## src/rtl/uart_rx_fifo.sv

```systemverilog
// uart_rx_fifo: receive-side byte buffer placed directly after uart_rx.
// A three-state capture FSM takes each completed byte from the receiver's
// ready/data pair. It pushes the byte into a circular FIFO, or drops it when
// the FIFO is full, and answers with a one-cycle ready_clr pulse. The read
// side is first-word-fall-through, so rd_data always shows the head entry.
//
// Optional feature macro: UART_RX_FIFO_DROP_CNT_EN
//   defined   -> 16-bit saturating drop_count of discarded bytes
//   undefined -> drop_count is tied to 16'h0000

module uart_rx_fifo #(
  parameter int DEPTH = 16,
  parameter int CNT_W = $clog2(DEPTH) + 1
) (
  input  logic             clk,
  input  logic             reset_n,
  input  logic             rx_ready,
  input  logic [7:0]       rx_data,
  output logic             rx_ready_clr,
  input  logic             rd_en,
  output logic [7:0]       rd_data,
  output logic             empty,
  output logic             full,
  output logic [CNT_W-1:0] count,
  output logic             overflow,
  input  logic             overflow_clr,
  output logic [15:0]      drop_count
);

  localparam int PTR_W = $clog2(DEPTH);

  typedef enum logic [1:0] {
    S_IDLE = 2'd0,
    S_ACK  = 2'd1,
    S_WAIT = 2'd2
  } state_t;

  state_t           state, next_state;
  logic [7:0]       mem [DEPTH];
  logic [PTR_W-1:0] wr_ptr, rd_ptr;
  logic [CNT_W-1:0] count_q;
  logic             overflow_q;
  logic             capture;
  logic             push;
  logic             pop;
  logic             drop;

  // Status flags come straight from the occupancy counter.
  assign empty    = (count_q == '0);
  assign full     = (count_q == CNT_W'(DEPTH));
  assign count    = count_q;
  assign overflow = overflow_q;
  assign rd_data  = mem[rd_ptr];

  // A pop in the same cycle frees a slot, so a full FIFO may still accept the byte.
  assign pop  = rd_en && !empty;
  assign push = capture && (!full || rd_en);
  assign drop = capture && full && !rd_en;

  // The acknowledge is decoded from state, so it drops as soon as reset asserts.
  assign rx_ready_clr = (state == S_ACK);

  // Capture FSM state register.
  always_ff @(posedge clk or negedge reset_n) begin
    if (!reset_n) begin
      state <= S_IDLE;
    end else begin
      // NOTE: use non-blocking assignments in clocked blocks so that every
      // register samples values from before the edge, whatever the block order.
      state <= next_state;
    end
  end

  // Capture FSM next state. WAIT holds until the receiver lowers ready,
  // so one byte is never captured twice.
  always_comb begin
    // NOTE: give every signal a default first; otherwise a path through the
    // case that skips an assignment infers a latch.
    next_state = state;
    capture    = 1'b0;
    unique case (state)
      S_IDLE: begin
        if (rx_ready) begin
          capture    = 1'b1;
          next_state = S_ACK;
        end
      end
      S_ACK: begin
        next_state = S_WAIT;
      end
      S_WAIT: begin
        if (!rx_ready) begin
          next_state = S_IDLE;
        end
      end
      default: begin
        next_state = S_IDLE;
      end
    endcase
  end

  // Byte storage, written at the write pointer on each push.
  // NOTE: the storage array has no reset. Empty entries are never observable,
  // and leaving it unreset lets synthesis map it onto plain RAM.
  always_ff @(posedge clk) begin
    if (push) begin
      mem[wr_ptr] <= rx_data;
    end
  end

  // Pointers wrap modulo DEPTH through their natural width.
  always_ff @(posedge clk or negedge reset_n) begin
    if (!reset_n) begin
      wr_ptr <= '0;
      rd_ptr <= '0;
    end else begin
      if (push) begin
        wr_ptr <= wr_ptr + 1'b1;
      end
      if (pop) begin
        rd_ptr <= rd_ptr + 1'b1;
      end
    end
  end

  // Occupancy: a simultaneous push and pop leaves it unchanged.
  always_ff @(posedge clk or negedge reset_n) begin
    if (!reset_n) begin
      count_q <= '0;
    end else if (push && !pop) begin
      count_q <= count_q + 1'b1;
    end else if (pop && !push) begin
      count_q <= count_q - 1'b1;
    end
  end

  // Sticky overflow flag; a new drop wins over a clear in the same cycle.
  always_ff @(posedge clk or negedge reset_n) begin
    if (!reset_n) begin
      overflow_q <= 1'b0;
    end else if (drop) begin
      overflow_q <= 1'b1;
    end else if (overflow_clr) begin
      overflow_q <= 1'b0;
    end
  end

`ifdef UART_RX_FIFO_DROP_CNT_EN
  logic [15:0] drop_cnt_q;

  // Saturating count of dropped bytes since reset.
  always_ff @(posedge clk or negedge reset_n) begin
    if (!reset_n) begin
      drop_cnt_q <= '0;
    end else if (drop && (drop_cnt_q != 16'hFFFF)) begin
      drop_cnt_q <= drop_cnt_q + 16'd1;
    end
  end

  assign drop_count = drop_cnt_q;
`else
  assign drop_count = 16'h0000;
`endif

endmodule

```

## config.mk

```make
export PLATFORM = sky130hd
export DESIGN_NAME = uart_rx_fifo
export DESIGN_NICKNAME = d
export VERILOG_FILES = /design/src/rtl/uart_rx_fifo.sv
export SDC_FILE = /design/constraint.sdc
export NUM_CORES = 1
export LEC_CHECK = 0
export CAP_MARGIN = 25
export CORE_MARGIN = 2
export CORE_UTILIZATION = 40
export DETAILED_ROUTE_END_ITERATION = 10
export PLACE_DENSITY = 0.62
export SKIP_LAST_GASP = 1
export SLEW_MARGIN = 20
export SYNTH_ARGS = -nofsm -noshare
export SYNTH_HDL_FRONTEND = slang
export SYNTH_SLANG_ARGS = --single-unit
```

## constraint.sdc

```tcl
create_clock -name clk -period 3.8 [get_ports clk]
set_input_delay 0.38 -clock clk [delete_from_list [all_inputs] [get_ports clk]]
set_output_delay 0.38 -clock clk [all_outputs]
set_load 0.02 [all_outputs]
```

==> impl_metrics.py <==
metrics = {
    "status": {
        "status": "completed",
    },
    "sta": {
        "grt_setup_unrepaired": "false",
        "tns_ps": 0,
        "slew_headroom": 0.407,
        "setup_viol": 0,
        "tightest_slew_ps": 887,
        "max_freq_ghz": 0.319,
        "min_period_over_period": 0.825,
        "hold_viol_final": 0,
        "min_period_ps": 3140,
        "skew_ps": 6.12,
        "slew_violations": 0,
        "timing.hold.ws_ps": 430,
    },
    "power_and_ir_drop": {
        "pwr_density_cell_nw_per_um2": 777,
        "leakagePower_nw": 2.47,
        "irDropWorstVdd_uv": 354,
    },
    "global_route": {
        "grt_max_degree": 30,
        "globalRouteTotalUtil": 0.144,
        "antenna_found_initial": 0,
        "grt_pass1_wl_mm": 17.2,
        "grt_overflow_total": 0,
        "grt_pass1_vias": 3092,
    },
    "routing": {
        "vias_per_cell": 5.09,
        "drc": 0,
        "drt-initial-drc-count": 161,
        "ant_nets": 0,
        "wl_per_cell_um": 18.1,
        "postRouteWirelength_mm": 10.8,
        "via_count": 3036,
        "first_pass_iters": 4,
    },
    "cells_and_area": {
        "final_nets": 425,
        "drive_gt1_frac": 0.170,
        "syn_to_final_growth_pct": 16.9,
        "final_cells": 596,
        "n_antenna_cell": 0,
    },
    "setup_path": {
        "criticalPathCategory": "reg -> out",
        "end_kind": "primary output",
        "worstPathMaxFanout": 12,
        "cp_data_arrival_time_ps": 2760,
        "required_ps": 3420,
        "cp-start-kind": "flip-flop",
    },
    "clock_network": {
        "clk_pin_slew_worst_paths_ps": 50,
        "ctsLongestPathBuffers": 2,
        "cts_tree": "done",
        "postCtsHoldBufs": 0,
        "cts.htree.levels": 4,
        "clock_latency_ps": 410,
        "cts_root_buf": "clkbuf_16",
        "cts_sinks": 144,
        "cts_setup_buffers": 0,
        "cts_buffers": 17,
        "postCtsResizedCells": 0,
    },
    "worst_hold_path": {
        "min_path_type": "in -> async",
    },
    "die": {
        "die_x_um": 127,
        "fp-row-count": 44,
        "coreArea_um2": 14600,
        "ios": 46,
        "start_util": 0.411,
        "die-area_um2": 16000,
        "die_h_um": 127,
    },
    "job": {
        "cap_violations": 0,
    },
    "yosys": {
        "yosys_warnings": 0,
        "avgSynthCellArea_um2": 16.6,
        "synth_commonest_cells": "edfxtp_1 (128), mux2i_1 (25), nand2_1 (22)",
        "ys_types": 38,
        "yosys.area.top_type_share": 0.639,
        "async_flop_share": 0.111,
        "synth_edf_count": 128,
        "ys.flop_type": "edfxtp_1",
        "yosysTopAreaCell": "edfxtp_1",
        "synthCells": 362,
        "synth-seq-cells": 144,
        "synth.area.top_cells": "edfxtp_1 (64%), dfrtp_1 (6.7%), mux4_2 (6.0%)",
        "synth.most_common_cell": "edfxtp_1",
        "yosysSeqAreaShare": 0.705,
        "syn_area_um2": 6020,
    },
    "place": {
        "dp_cells": 566,
        "gp_congestion": 0.809,
        "portBuffers": 29,
        "dp_hpwl_mm": 7.11,
    },
}
==> routing by layer <==
layer,wire length [um],vias up,track usage,share of wire
met5,0,-,0,0
met4,91,0,0.0485,0.0085
met3,339,7,0.0405,0.031
met2,5320,60,0.232,0.49
met1,5010,1539,0.191,0.47
li1,-,1430,-,-
==> worst max-delay path, cell delays in order (launching register included) <==
cell,delay [ps]
dfrtp_2,570
buf_4,290
mux2_2,360
o21ai_0,150
a21oi_1,100
o21ai_0,210
nand2_1,100
clkdlybuf4s50_1,560
==> final timing paths <==
path / start / to / slack [ps] / cells past startpoint
max in group asynchronous: reset_n / rd_ptr[0] / 2820 / 1
worst max-delay path: rd_ptr[0] / rd_data[7] / 660 / 7
worst max register to register: count[1] / count[4] / 980 / 11
worst min register to register: state[0] / state[0] / 470 / 1
worst min-delay path: reset_n / count[3] / 430 / 1
min in group clk: state[0] / state[0] / 470 / 1
==> report_power, final <==
group          total, mW  switching (mW)  internal, mW
clock network       1.59           0.626         0.964
registers           2.09           0.186          1.90
logic               1.79           0.968         0.822
total               5.47            1.78          3.69
==> cells by family after synthesis <==
logic type	after synthesis	synth area share
adders and majority gates	11	0.0241
AOI/OAI and AO/OA	49	0.0526
and+or+nand+nor	56	0.0464
other	1	0.000623
DFF	144	0.705
xor gates and xnor gates	10	0.0146
buffers and inverters	42	0.0403
muxes	49	0.116
==> cell usage in the layout, fill, tap and decap left out, types with 2 or more instances in the layout <==
cell type        count
inv_1                9
clkdlybuf4s50_1     29
clkinv_4             5
nor2_1              15
mux4_2              16
buf_4                7
mux2i_1             25
xnor2_1              9
nand2b_1             3
conb_1              16
nor3_1               4
nor2b_1              2
dfrtp_1             15
ha_1                10
nand2_1             22
clkinvlp_4           2
a21oi_1             10
mux2_2               8
nand3_1              2
o21ai_0             20
clkinv_2             2
clkbuf_16           17
edfxtp_1           128
a221oi_1             8
a22oi_1              8
bufinv_16            2
==> flip-flops by register name, summed over array words and instances, names as in the netlist <==
name / flops
wr_ptr: 4
overflow: 1
rd_ptr: 4
state: 2
mem: 128
count: 5
==> final cells by class <==
type | count | area [um^2]
clock buffers | 18 | 429
clock inverters | 12 | 140
fillers | 1203 | 7610
inverters | 10 | 37.5
multi-input cells | 191 | 1590
flip-flops and latches | 144 | 4250
well taps | 184 | 230
repair buffers | 37 | 363
==> per-stage QoR <==
| step | utilization | total power [mW] | instance area, um^2 | setup WS, ps |
|---|---|---|---|---|
| after floorplan | - | 3.33 | 6080 | 899 |
| after global placement | 0.441 | 3.89 | 6460 | 932 |
| after detailed placement | 0.441 | 3.92 | 6460 | 843 |
| after CTS | 0.480 | 5.52 | 7030 | 626 |
| after global routing | 0.480 | 5.76 | 7030 | 458 |
| final | 0.480 | 5.47 | 7030 | 664 |
Power figures use the tool's default switching activity.
